`src/rtl/lsu_mem_port.sv`:
```
// Load/store responder between the multicycle control FSM and a 64-bit data memory.
// Sub-doubleword stores are read-modify-write, so the memory needs no byte enables.
module lsu_mem_port #(
    parameter int MEM_LAT = 1
) (
    input  logic        clk,
    input  logic        rst,
    input  logic        req,
    input  logic        we,
    input  logic [2:0]  funct3,
    input  logic [63:0] addr,
    input  logic [63:0] wdata,
    output logic        busy,
    output logic        done,
    output logic        err,
    output logic [63:0] rdata,
    output logic [63:0] mem_addr,
    output logic        mem_rd,
    output logic        mem_wr,
    output logic [63:0] mem_wdata,
    input  logic [63:0] mem_rdata
);

    typedef enum logic [2:0] {IDLE, CHECK, RD, WAIT, MERGE, WR, DONE} state_t;

    state_t      state, stateNext;
    logic        weQ;
    logic [2:0]  funct3Q;
    logic [63:0] addrQ, wdataQ, dataQ;
    logic [2:0]  latCnt;

    logic        unsupported, misaligned, badAccess, isSd, capture;
    logic [5:0]  laneShift;
    logic [63:0] laneData, loadData, laneMask, mergedData;

    logic        busyNext, doneNext, errNext, memRdNext, memWrNext;
    logic [63:0] rdataNext, memAddrNext, memWdataNext;

    // Decode of the latched request
    always_comb begin
        unsupported = weQ ? funct3Q[2] : (funct3Q == 3'b111);
        case (funct3Q[1:0])
            2'd1:    misaligned = addrQ[0];
            2'd2:    misaligned = |addrQ[1:0];
            2'd3:    misaligned = |addrQ[2:0];
            default: misaligned = 1'b0;
        endcase
        badAccess = unsupported | misaligned;
        isSd      = weQ && (funct3Q == 3'b011);
        capture   = (state == WAIT) && (latCnt == 3'd1);
        laneShift = {addrQ[2:0], 3'b000};
    end

    // Lane extraction for loads, lane replacement for stores
    always_comb begin
        laneData = mem_rdata >> laneShift;
        case (funct3Q)
            3'b000:  loadData = {{56{laneData[7]}},  laneData[7:0]};
            3'b001:  loadData = {{48{laneData[15]}}, laneData[15:0]};
            3'b010:  loadData = {{32{laneData[31]}}, laneData[31:0]};
            3'b100:  loadData = {56'd0, laneData[7:0]};
            3'b101:  loadData = {48'd0, laneData[15:0]};
            3'b110:  loadData = {32'd0, laneData[31:0]};
            default: loadData = mem_rdata;
        endcase
        case (funct3Q[1:0])
            2'd0:    laneMask = 64'h0000_0000_0000_00FF << laneShift;
            2'd1:    laneMask = 64'h0000_0000_0000_FFFF << laneShift;
            default: laneMask = 64'h0000_0000_FFFF_FFFF << laneShift;
        endcase
        mergedData = (dataQ & ~laneMask) | ((wdataQ << laneShift) & laneMask);
    end

    always_ff @(posedge clk or posedge rst) begin
        if (rst) state <= IDLE;
        else     state <= stateNext;
    end

    always_comb begin
        stateNext = state;
        case (state)
            IDLE:    if (req) stateNext = CHECK;
            CHECK:   stateNext = badAccess ? DONE : (isSd ? WR : RD);
            RD:      stateNext = WAIT;
            WAIT:    if (capture) stateNext = weQ ? MERGE : DONE;
            MERGE:   stateNext = WR;
            WR:      stateNext = DONE;
            DONE:    stateNext = IDLE;
            default: stateNext = IDLE;
        endcase
    end

    // Outputs are registered, so they are derived from the state being entered
    always_comb begin
        busyNext     = (stateNext != IDLE);
        doneNext     = (stateNext == DONE);
        errNext      = (state == CHECK) && badAccess;
        memRdNext    = (stateNext == RD);
        memWrNext    = (stateNext == WR);
        memAddrNext  = mem_addr;
        if (state == CHECK && !badAccess) memAddrNext = {addrQ[63:3], 3'b000};
        memWdataNext = mem_wdata;
        if (stateNext == WR) memWdataNext = isSd ? wdataQ : mergedData;
        rdataNext    = rdata;
        if (capture && !weQ) rdataNext = loadData;
    end

    always_ff @(posedge clk or posedge rst) begin
        if (rst) begin
            busy      <= 1'b0;
            done      <= 1'b0;
            err       <= 1'b0;
            rdata     <= 64'd0;
            mem_addr  <= 64'd0;
            mem_rd    <= 1'b0;
            mem_wr    <= 1'b0;
            mem_wdata <= 64'd0;
            weQ       <= 1'b0;
            funct3Q   <= 3'd0;
            addrQ     <= 64'd0;
            wdataQ    <= 64'd0;
            dataQ     <= 64'd0;
            latCnt    <= 3'd0;
        end else begin
            busy      <= busyNext;
            done      <= doneNext;
            err       <= errNext;
            rdata     <= rdataNext;
            mem_addr  <= memAddrNext;
            mem_rd    <= memRdNext;
            mem_wr    <= memWrNext;
            mem_wdata <= memWdataNext;
            if (state == IDLE && req) begin
                weQ     <= we;
                funct3Q <= funct3;
                addrQ   <= addr;
                wdataQ  <= wdata;
            end
            if (state == RD)        latCnt <= 3'(MEM_LAT);
            else if (state == WAIT) latCnt <= latCnt - 3'd1;
            if (capture) dataQ <= mem_rdata;
        end
    end

endmodule

```
`config.mk`:
```
export PLATFORM = sky130hd
export DESIGN_NAME = lsu_mem_port
export DESIGN_NICKNAME = d
export VERILOG_FILES = /design/src/rtl/lsu_mem_port.sv
export SDC_FILE = /design/constraint.sdc
export NUM_CORES = 1
export LEC_CHECK = 0
export ABC_CLOCK_PERIOD_IN_PS = 16500
export CORE_ASPECT_RATIO = 1.5
export CORE_MARGIN = 2
export CORE_UTILIZATION = 33
export CTS_CLUSTER_SIZE = 8
export DETAILED_ROUTE_END_ITERATION = 12
export PLACE_DENSITY_LB_ADDON = 0.12
export SLEW_MARGIN = 15
export SYNTH_ARGS = -nofsm -noshare
export SYNTH_HDL_FRONTEND = slang
export SYNTH_SLANG_ARGS = --single-unit
```
`constraint.sdc`:
```
create_clock -name clk -period 16.5 [get_ports clk]
set_input_delay 2.475 -clock clk [delete_from_list [all_inputs] [get_ports clk]]
set_output_delay 2.475 -clock clk [all_outputs]
set_load 0.02 [all_outputs]
```
== Word level (Yosys, flattened, before mapping) ==
Cells that the tools add are included.

* Register bits after elaboration: 396
* Input port bits: 199
* Output and inout port bits: 197
* Logic and storage cells: 73

* Add/sub/neg operators: 1
* Equal/unequal tests: 19
* Shift operators: 5
* Mux-type cells: 13
* Bitwise logic cells: 5
* Reduce and logical (&&, ||, !) cells: 15

{| class="wikitable"
|+ Operators by type and width
! operator !! count
|-
| one-hot mux 64 bit (6 select lines) || 1
|-
| AND 64 bit || 2
|-
| one-hot mux 64 bit (2 select lines) || 1
|-
| two-way mux 64 bit || 1
|-
| NOT 64 bit || 1
|-
| OR 64 bit || 1
|-
| left shift 16 x 6 -> 64 bit (first input constant) || 1
|-
| left shift 32 x 6 -> 64 bit (first input constant) || 1
|-
| left shift 64 x 6 -> 64 bit || 1
|-
| left shift 8 x 6 -> 64 bit (first input constant) || 1
|-
| >> shifter 64 x 6 -> 32 bit || 1
|-
| equality test 3 bit (second input constant) || 8
|-
| two-way mux 3 bit || 6
|-
| one-hot mux 3 bit (6 select lines) || 1
|-
| equality test 3 x 2 -> 1 bit (second input constant) || 5
|-
| equality test 3 x 1 -> 1 bit (second input constant) || 3
|-
| logical AND 1 bit || 6
|-
| zero test 3 bit || 2
|-
| equality test 2 bit (second input constant) || 2
|-
| one-hot mux 1 bit (3 select lines) || 1
|-
| nonzero test 3 bit || 1
|-
| OR reduction 3 bit || 1
|-
| subtractor 3 x 1 -> 3 bit (second input constant) || 1
|-
| equality test 2 x 1 -> 1 bit (second input constant) || 1
|-
| other kinds (7) || 8
|}

== Longest topological paths before layout ==
Gate-level depths: netlist of the first run.

* Depth in word-level cells: 6
* Mapped depth: 10
* Gate-level depth less buffers: 7

== Worst setup path before layout of the first run ==
OpenSTA, ideal clock, no wires.

* Path type: input-to-reg
* From: input port mem_rdata[63]
* To: register rdata[54]
* Setup time: 0.150 ns
* Arrival: 4.035 ns
* Data required time: 16.350 ns
* Setup slack: 12.315 ns
* Cell stages on the path: 6
* Buffers on the path: 1
* Cell sequence: mux4_2 -> a222oi_1 -> nor4_2 -> o21ba_4 -> buf_6 -> a41oi_1

* Longest elaborated chain between the ends: 2

{| class="wikitable"
|+ RTL lines
! what !! line !! text
|-
| start: declaration || 21 || <nowiki>input logic [63:0] mem_rdata</nowiki>
|-
| >> shifter 64 x 6 -> 32 bit || 56 || <nowiki>laneData = mem_rdata >> laneShift;</nowiki>
|-
| one-hot mux 64 bit (6 select lines) || 57 || <nowiki>case (funct3Q)</nowiki>
|-
| end signal: assignment || 128 || <nowiki>rdata <= rdataNext;</nowiki>
|-
| end: declaration || 16 || <nowiki>output logic [63:0] rdata,</nowiki>
|}

No other way between the ends.
A chain may end at the register's enable or synchronous reset.

== Worst setup path after layout of the first run ==
* From: input port req
* To: register mem_wdata[3]

* Longest elaborated chain between the ends: 3

{| class="wikitable"
|+ RTL lines
! what !! line !! text
|-
| start: declaration || 8 || <nowiki>input logic req,</nowiki>
|-
| two-way mux 3 bit || 82 || <nowiki>IDLE: if (req) stateNext = CHECK;</nowiki>
|-
| one-hot mux 3 bit (6 select lines) || 81 || <nowiki>case (state)</nowiki>
|-
| equality test 3 bit || 103 || <nowiki>if (stateNext == WR) memWdataNext = isSd ? wdataQ : mergedData;</nowiki>
|-
| end signal: assignment || 132 || <nowiki>mem_wdata <= memWdataNext;</nowiki>
|-
| end: declaration || 20 || <nowiki>output logic [63:0] mem_wdata,</nowiki>
|}

No other way between the ends.

==> summary by stage, run 1 <==
Global routing
The layer flagged by global routing as most heavily used is met2. Entering global routing, the biggest net connects about 170 pins. The overall routing resource usage is between 20 and 25%. The number of antenna violations at the first check in global routing was 8. The first global-routing pass estimated approximately 110000 um of wire.

Summed over all layers, the global routing overflow is 0. In the global route stage, met1 resource usage came out at about 28%. The met2 usage is between 40% and 50%. The via count of the first global-routing pass came to between 15000 and 20000. The met3 layer usage reported by global route is 6.84%.

CTS
Clock tree synthesis inserted a total of 55 buffers. The number of cells upsized or downsized after cts is 0. Buffers added to address setup during post-CTS repair amount to 0.

The insertion delay of the later-clocked pin in the worst-skew pair is 610 ps. The maximum buffer depth of the clock tree is 3. The hold buffer count at CTS is 0. The clock tree root buffer cell is clkbuf_16.

The post-CTS clock slew at the launch and capture registers of the worst setup and hold paths is 50 ps. The number of H-tree branching levels is 2. The TritonCTS clock tree is yes. The number of clock sinks is between 300 and 400.

Yosys
The share of synthesized area in the top cell type comes to about half. Synthesis handed over a netlist of approximately 1700 instances. The dominant register cell in the synthesized netlist is dfrtp_1.

Counting flops with a built-in enable in the synthesized netlist gives 0. Ranked by total cell area, the synthesized netlist is headed by dfrtp_1, mux2_2, mux2i_1. The average cell area after synthesis is ~11 um2.

The cell area that synthesis handed to floorplanning was 0.0196 mm2. The number of different library cells used by synthesis comes to between 60 and 70. The share of async-settable or async-resettable flops after synthesis is 100%. Summing the sequential cell areas from Yosys gives between 50% and 60% of the chip area.

Yosys printed 0 warnings. The flop and latch count out of synthesis is roughly 400. The dominant cell type by area after synthesis is dfrtp_1.

STA
The final count of pins violating max slew is 0. The time the final worst path needs with I/O delays and setup is between 4000 and 5000 ps. For the pin with the worst max-slew slack, the measured transition is 1140 ps. The count of final hold-check violations is 0. In the final timing run, aggregate negative setup slack is 0 ps. Measured against its own limit, the worst slew margin works out to 24.1%.

Setup violations remaining at the end of the flow were counted as 0. Setup repair after global routing left no endpoint under its margin. The clock tree skew after final layout is 24.6 ps. Setup slack on the critical path of the routed design comes to roughly 12000 ps. In the finished design, the share of the clock period the worst path needs comes to 29.5%.

Timing would allow up to about 0.21 GHz.

Placed design
The number of port buffers is 392. The routability congestion estimate is around 0.90. The cell area after placement is around 0.024 mm2. The worst slack at placement is around 11000 ps. The detailed-placement wirelength estimate is 54000 um.

Die
Measured along the y axis, the die boundary spans 303 um. The die covers just over 0.06 mm2. The starting density of the core is 33.3%.

The die is between 200 and 250 um wide. around 400 I/O pins were placed. The core region is 0.0589 mm2. The number of rows in the core area is 109.

Hold path
Along the worst hold path, the cell count comes to 2. The startpoint identified for the worst hold timing path is dataQ[59]. For hold timing, the worst endpoint is dataQ[59].

The worst hold path belongs to the class reg2reg.

Worst setup path
The critical path class is in2reg. In this run the worst path has a maximum fanout of 54. The critical path launch point type is an input pin. The worst register-to-register path has a setup slack of approximately 12000 ps. The start of the worst register-to-register path is funct3Q[0]. The type of destination of the critical path is a flip-flop. Data on the critical path is required at its endpoint by between 15000 and 20000 ps. The endpoint identified for the worst register-to-register timing path is mem_wdata[3]. Data on the critical path arrives at its endpoint at about 5300 ps. The worst register-to-register path has a depth of 6.

Detailed routing
The final route contains 15300 vias. For this run, the detailed router's first-pass iteration total came to 6. After detailed routing, the number of vias per cell comes to between 5 and 6. Once detail routing completed, the nets flagged for antenna violations numbered 0. For this run, design rule violations remaining after detail routing come to 0. In the final routed layout, each cell accounts on average for between 20 and 30 um. The final wirelength is about 75000 um. The detailed router finished its first iteration with between 1000 and 1500 violations.

Finish
With fillers left out, the area of the finished cells amounts to 0.0255 mm2. The number of nets in the finished design is around 2300. The area overhead of the layout relative to synthesis is 30.2%. The share of cells above drive strength 1 is a little under a fifth. Measured on the finished design, the core utilization comes to between 40% and 50%.

Run status
The flow ran to the end, and the final reports show no timing, DRC or antenna violations.

Job
The max-cap check violation count is 0.

Pwr
VDD sags by at most roughly 0.00010 V. In this run the power density over the cells is roughly 230 mW/mm2. Summed over all cells, the static leakage comes to ~11 nW.
-- power by group --
group / leakage (nW) / internal [W] / switching [W]
clock: 0.708 / 0.000592 / 0.000420
combinational: 5.15 / 0.00139 / 0.00153
sequential: 4.72 / 0.00147 / 0.000488
total: 10.6 / 0.00346 / 0.00244
-- sequential cells by signal (all words and copies together), names as in the netlist, 3 cells and up --
name       count
addrQ         64
dataQ         64
mem_wdata     64
rdata         64
wdataQ        64
mem_addr      61
funct3Q        3
latCnt         3
state          3
-- critical path, cell delays in order --
cell             delay [ps]
clkdlybuf4s50_1         490
nor3_1                   60
a21o_1                  160
o22a_1                  230
a211oi_4                620
buf_4                   810
mux2_1                  400
-- Yosys cell counts (all sizes together) (18+ instances only) --
cell and n:
a21oi 67, a41oi 28, buf 71, clkbuf 61, dfrtp 396, mux2 264, mux2i 115, mux4 34
nand2 303, nor2 101, o21ai 88, o2bb2ai 18, or3 19
-- cells in the final DEF, fill, tap and decap left out, types with 3 or more instances in the layout --
master,count
dfrtp_1,393
clkdlybuf4s50_1,392
nand2_1,303
mux2_2,217
mux2i_1,115
nor2_1,100
o21ai_0,87
a21oi_1,65
clkbuf_16,55
mux2_4,38
mux4_2,34
a41oi_1,28
or3_1,19
o2bb2ai_1,18
buf_4,18
o22ai_1,14
nor2b_1,13
inv_1,11
a221oi_1,11
a211oi_1,11
mux2_1,9
a2bb2oi_1,8
nand2b_1,7
a31oi_1,7
o211ai_1,6
nor3_1,5
nand3_1,5
a211o_1,4
a32oi_1,4
diode_2,3
nand3b_1,3
o22a_1,3
and3b_1,3
a2111oi_0,3
conb_1,3
inv_6,3
-- layer usage --
layer | part of all wire [%] | routed length [um]
met5 | 0.096 | 72
met2 | 50 | 37300
met1 | 38 | 28500
met3 | 7.7 | 5770
met4 | 4.2 | 3180
-- area by class of cell --
type | count | area (um2)
Antenna cell | 3 | 7.51
Fill cell | 5671 | 33400
Tap cell | 777 | 972
Timing Repair Buffer | 411 | 4080
Multi-Input combinational cell | 1187 | 9070
Clock inverter | 3 | 26.3
Clock buffer | 59 | 1410
Sequential cell | 396 | 9920
Inverter | 14 | 60.1
-- worst max path at each step --
stage | depth (start not counted) | start | end
floorplan | 1 | rst | addrQ[0]
global placement | 7 | req | mem_wdata[3]
detailed placement | 7 | req | mem_wdata[3]
CTS | 7 | req | mem_wdata[3]
global route | 7 | req | mem_wdata[3]
finish | 7 | req | mem_wdata[3]
-- per-stage QoR --
step / power (W) / hold WS, ps / instances
2_1_floorplan: 0.00368 / 440 / 1729
3_3_place_gp: 0.00486 / 458 / 2785
3_5_place_dp: 0.00491 / 459 / 2785
4_1_cts: 0.00596 / 475 / 2847
5_1_grt: 0.00623 / 494 / 2849
6_report: 0.00590 / 472 / 2850
-- kinds of logic after synthesis --
logic type      count (synthesis)  synth area share (%)
flops                         396                  50.5
simple gates                  473                  10.0
mux                           413                  25.6
other cells                     1                0.0191
fa+ha+maj                       4                 0.236
xor+xnor                        1                0.0446
buf+inv                       146                  3.58
compound gates                293                  9.93
Power figures use the tool's default switching activity.
==> run 2: changes to the inputs <==
--- a/config.mk
+++ b/config.mk
@@ -5,7 +5,7 @@
 export SDC_FILE = /design/constraint.sdc
 export NUM_CORES = 1
 export LEC_CHECK = 0
-export ABC_CLOCK_PERIOD_IN_PS = 16500
+export ABC_CLOCK_PERIOD_IN_PS = 4350
 export CORE_ASPECT_RATIO = 1.5
 export CORE_MARGIN = 2
 export CORE_UTILIZATION = 33
==> constraint.sdc (replaced) <==
create_clock -name clk -period 4.35 [get_ports clk]
set_input_delay 0.6525 -clock clk [delete_from_list [all_inputs] [get_ports clk]]
set_output_delay 0.6525 -clock clk [all_outputs]
set_load 0.02 [all_outputs]
==> summary by stage, run 2 (same netlist as run 1, synthesis figures left out) <==
Global routing
The met2 usage is 42.7% (+1.1 points). After global routing, the most crowded layer is met2. The met3 layer usage reported by global route was 6.81% (-0.032 points). The number of antenna violations at the first check in global routing is 5 (-3). The largest net degree at the start of global routing was 108 (-38%).

The via count of the first global-routing pass came to 16300 (+1.8%). The aggregate global routing overflow was 0 (unchanged). The global-route met1 utilization is 28.4% (+0.35 points). The overall routing resource usage is 24.6% (+0.47 points). The first-pass GRT wire length is 112000 um (+1.8%).

Run status
The flow ran to the end, and the final reports show no timing, DRC or antenna violations.

Pwr
The power density over cell area was 873 mW/mm2 (+280%). The leakage power is 10.7 nW (+1.2%). The post-layout total power came to 0.0225 W (+280%).

The peak supply drop is 0.000402 V (+300%).

Worst setup path
Traced cell by cell, the critical path runs through mux4_2 -> a222oi_1 -> nor4_2 -> o21ba_4 -> a41oi_1. The type of destination of the critical path is a flip-flop. The critical path class is reg2reg. The number of buffer and inverter stages on the critical path is 0 (-2).

The slowest stage of the critical path belongs to the cell dfrtp_2. Grouping stages by cell kind, the critical path spends the most delay in compound AO/OA/AOI/OAI gates. The worst path arrival time is 3520 ps (-1820 ps). The worst setup path is launched from a flip-flop. The maximum fanout count along the critical path is 32 (-41%). The maximum cell stage delay along the critical path is 690 ps (-120 ps). The logic depth of the worst path, buffers included is 5 (-2). The depth of the most critical reg-to-reg path is 5 (-1). The required time reported for the critical path endpoint is 4780 ps (-12190 ps).

STA
The actual transition at the worst max-transition pin is 962 ps (-175 ps). The final worst hold slack came to 363 ps (-110 ps). The final count of pins violating max slew was 0 (unchanged). The share of the clock period used by the worst path is a little over 70%.

The clock tree skew after final layout came to 32.4 ps (+7.78 ps). The maximum frequency from static timing analysis is approximately 0.32 GHz. The count of final hold-check violations came to 0 (unchanged).

The worst-case headroom to the max-slew limit was 35.3% (+11 points). The count of final setup violators is 0 (unchanged). Setup repair after global routing left no endpoint under its margin. The worst path needs a little over 3000 ps of the cycle, external delays included.

Finish
The final cell utilization of the core is 43.8% (+0.40 points). The number of nets in the finished design was 2288 (+0.97%). The count of antenna diodes in the layout was 0 (-3). Leaving out fill and tap cells, the most frequent cells in the layout are dfrtp_1, clkdlybuf4s50_1, nand2_1.

The area overhead of the layout relative to synthesis is 31.4%. The share of cells above drive strength 1 is 19.8% (+0.79 points). The library cell used most frequently in the layout, excluding fill and tap cells, is dfrtp_1. The total non-filler cell area in the finished layout came to 0.0258 mm2 (+0.93%).

Die
The top-level port count is 396 (unchanged). The overall die area is 0.0615 mm2 (unchanged). The starting density of the core is 33.3% (unchanged). The number of rows in the core area is 109 (unchanged). The floorplan die height came to 303 um (unchanged).

The horizontal extent of the die is 203 um (unchanged). The core box area came to 0.0589 mm2 (unchanged).

Job
The max-cap check violation count is 0 (unchanged).

Placed design
The number of port buffers is 392 (unchanged). The routability congestion estimate is 0.872 (-3.6%). The detailed-placement wirelength estimate is 55400 um (+2.6%). The cell area after placement is 0.0243 mm2 (+0.92%).

Hold path
The kind of path behind the tightest hold check is in2async.

CTS
The post-CTS setup repair buffer count is 0 (unchanged). The TritonCTS clock tree is yes. The total clock buffers created by CTS is 55 (unchanged).

The number of cells upsized or downsized after cts came to 0 (unchanged). The number of clock sinks was 396 (unchanged). The hold buffer count at CTS is 0 (unchanged). The number of H-tree branching levels is 2 (unchanged). The clock tree root buffer cell is clkbuf_16.

The insertion delay of the later-clocked pin in the worst-skew pair is 630 ps (+20 ps). The post-CTS clock slew at the launch and capture registers of the worst setup and hold paths is 60 ps (about the same). The maximum buffer depth of the clock tree is 3 (unchanged).

Detailed routing
The vias per cell is 5.38 (about the same). The count of vias placed by the detailed router is 15400 (+0.69%). The number of nets with antenna violations after detailed routing was 0 (unchanged).

The routed length per instance is 26.3 um (+0.17%). The count of routing violations after the opening detailed-route iteration came to 945 (-13%). The number of remaining DRC errors is 0 (unchanged). The final wirelength is 75500 um (+0.91%).

The iteration count of the initial detailed-routing pass is 5 (-1).
-- run 2: worst register-to-register path: stages, from the launching register on --
cell and delay (ps):
dfrtp_2 690, mux4_2 630, a222oi_1 580, nor4_2 220, o21ba_4 590, a41oi_1 200
-- run 2: final timing paths --
path,slack [ps],startpoint,end
min,360,rst,wdataQ[13]
min reg2reg,470,dataQ[5],dataQ[5]
max,1270,addrQ[2],rdata[37]
max reg2reg,1270,addrQ[2],rdata[37]
max in group asynchronous,3010,rst,mem_addr[60]
min in group clk,470,dataQ[5],dataQ[5]
-- run 2: per-layer routing --
metal	routed length, um	vias to the layer above
met5	59	-
met4	3490	10
met3	5930	162
met2	37800	701
met1	28300	7723
li1	-	6845
-- run 2: layout make-up --
cell class,count,area [um2]
sequential,396,9920
inverter,14,56.3
multi-input combinational,1187,9060
timing repair buffer,433,4310
tap,777,972
clock buffer,61,1410
clock inverter,3,52.6
fill,5718,33100
-- run 2: stage by stage --
stage / setup slack [ps] / setup TNS (ps) / instances
2_1_floorplan: -1630 / -646400 / 1729
3_3_place_gp: 960 / 0 / 2807
3_5_place_dp: 836 / 0 / 2807
4_1_cts: 1290 / 0 / 2871
5_1_grt: 1080 / 0 / 2871
6_report: 1270 / 0 / 2871
-- run 2: power breakdown --
group | switching, W | total [W] | internal (W)
registers | 0.00184 | 0.00742 | 0.00559
clock network | 0.00163 | 0.00388 | 0.00225
logic | 0.00586 | 0.0112 | 0.00534
total | 0.00932 | 0.0225 | 0.0132
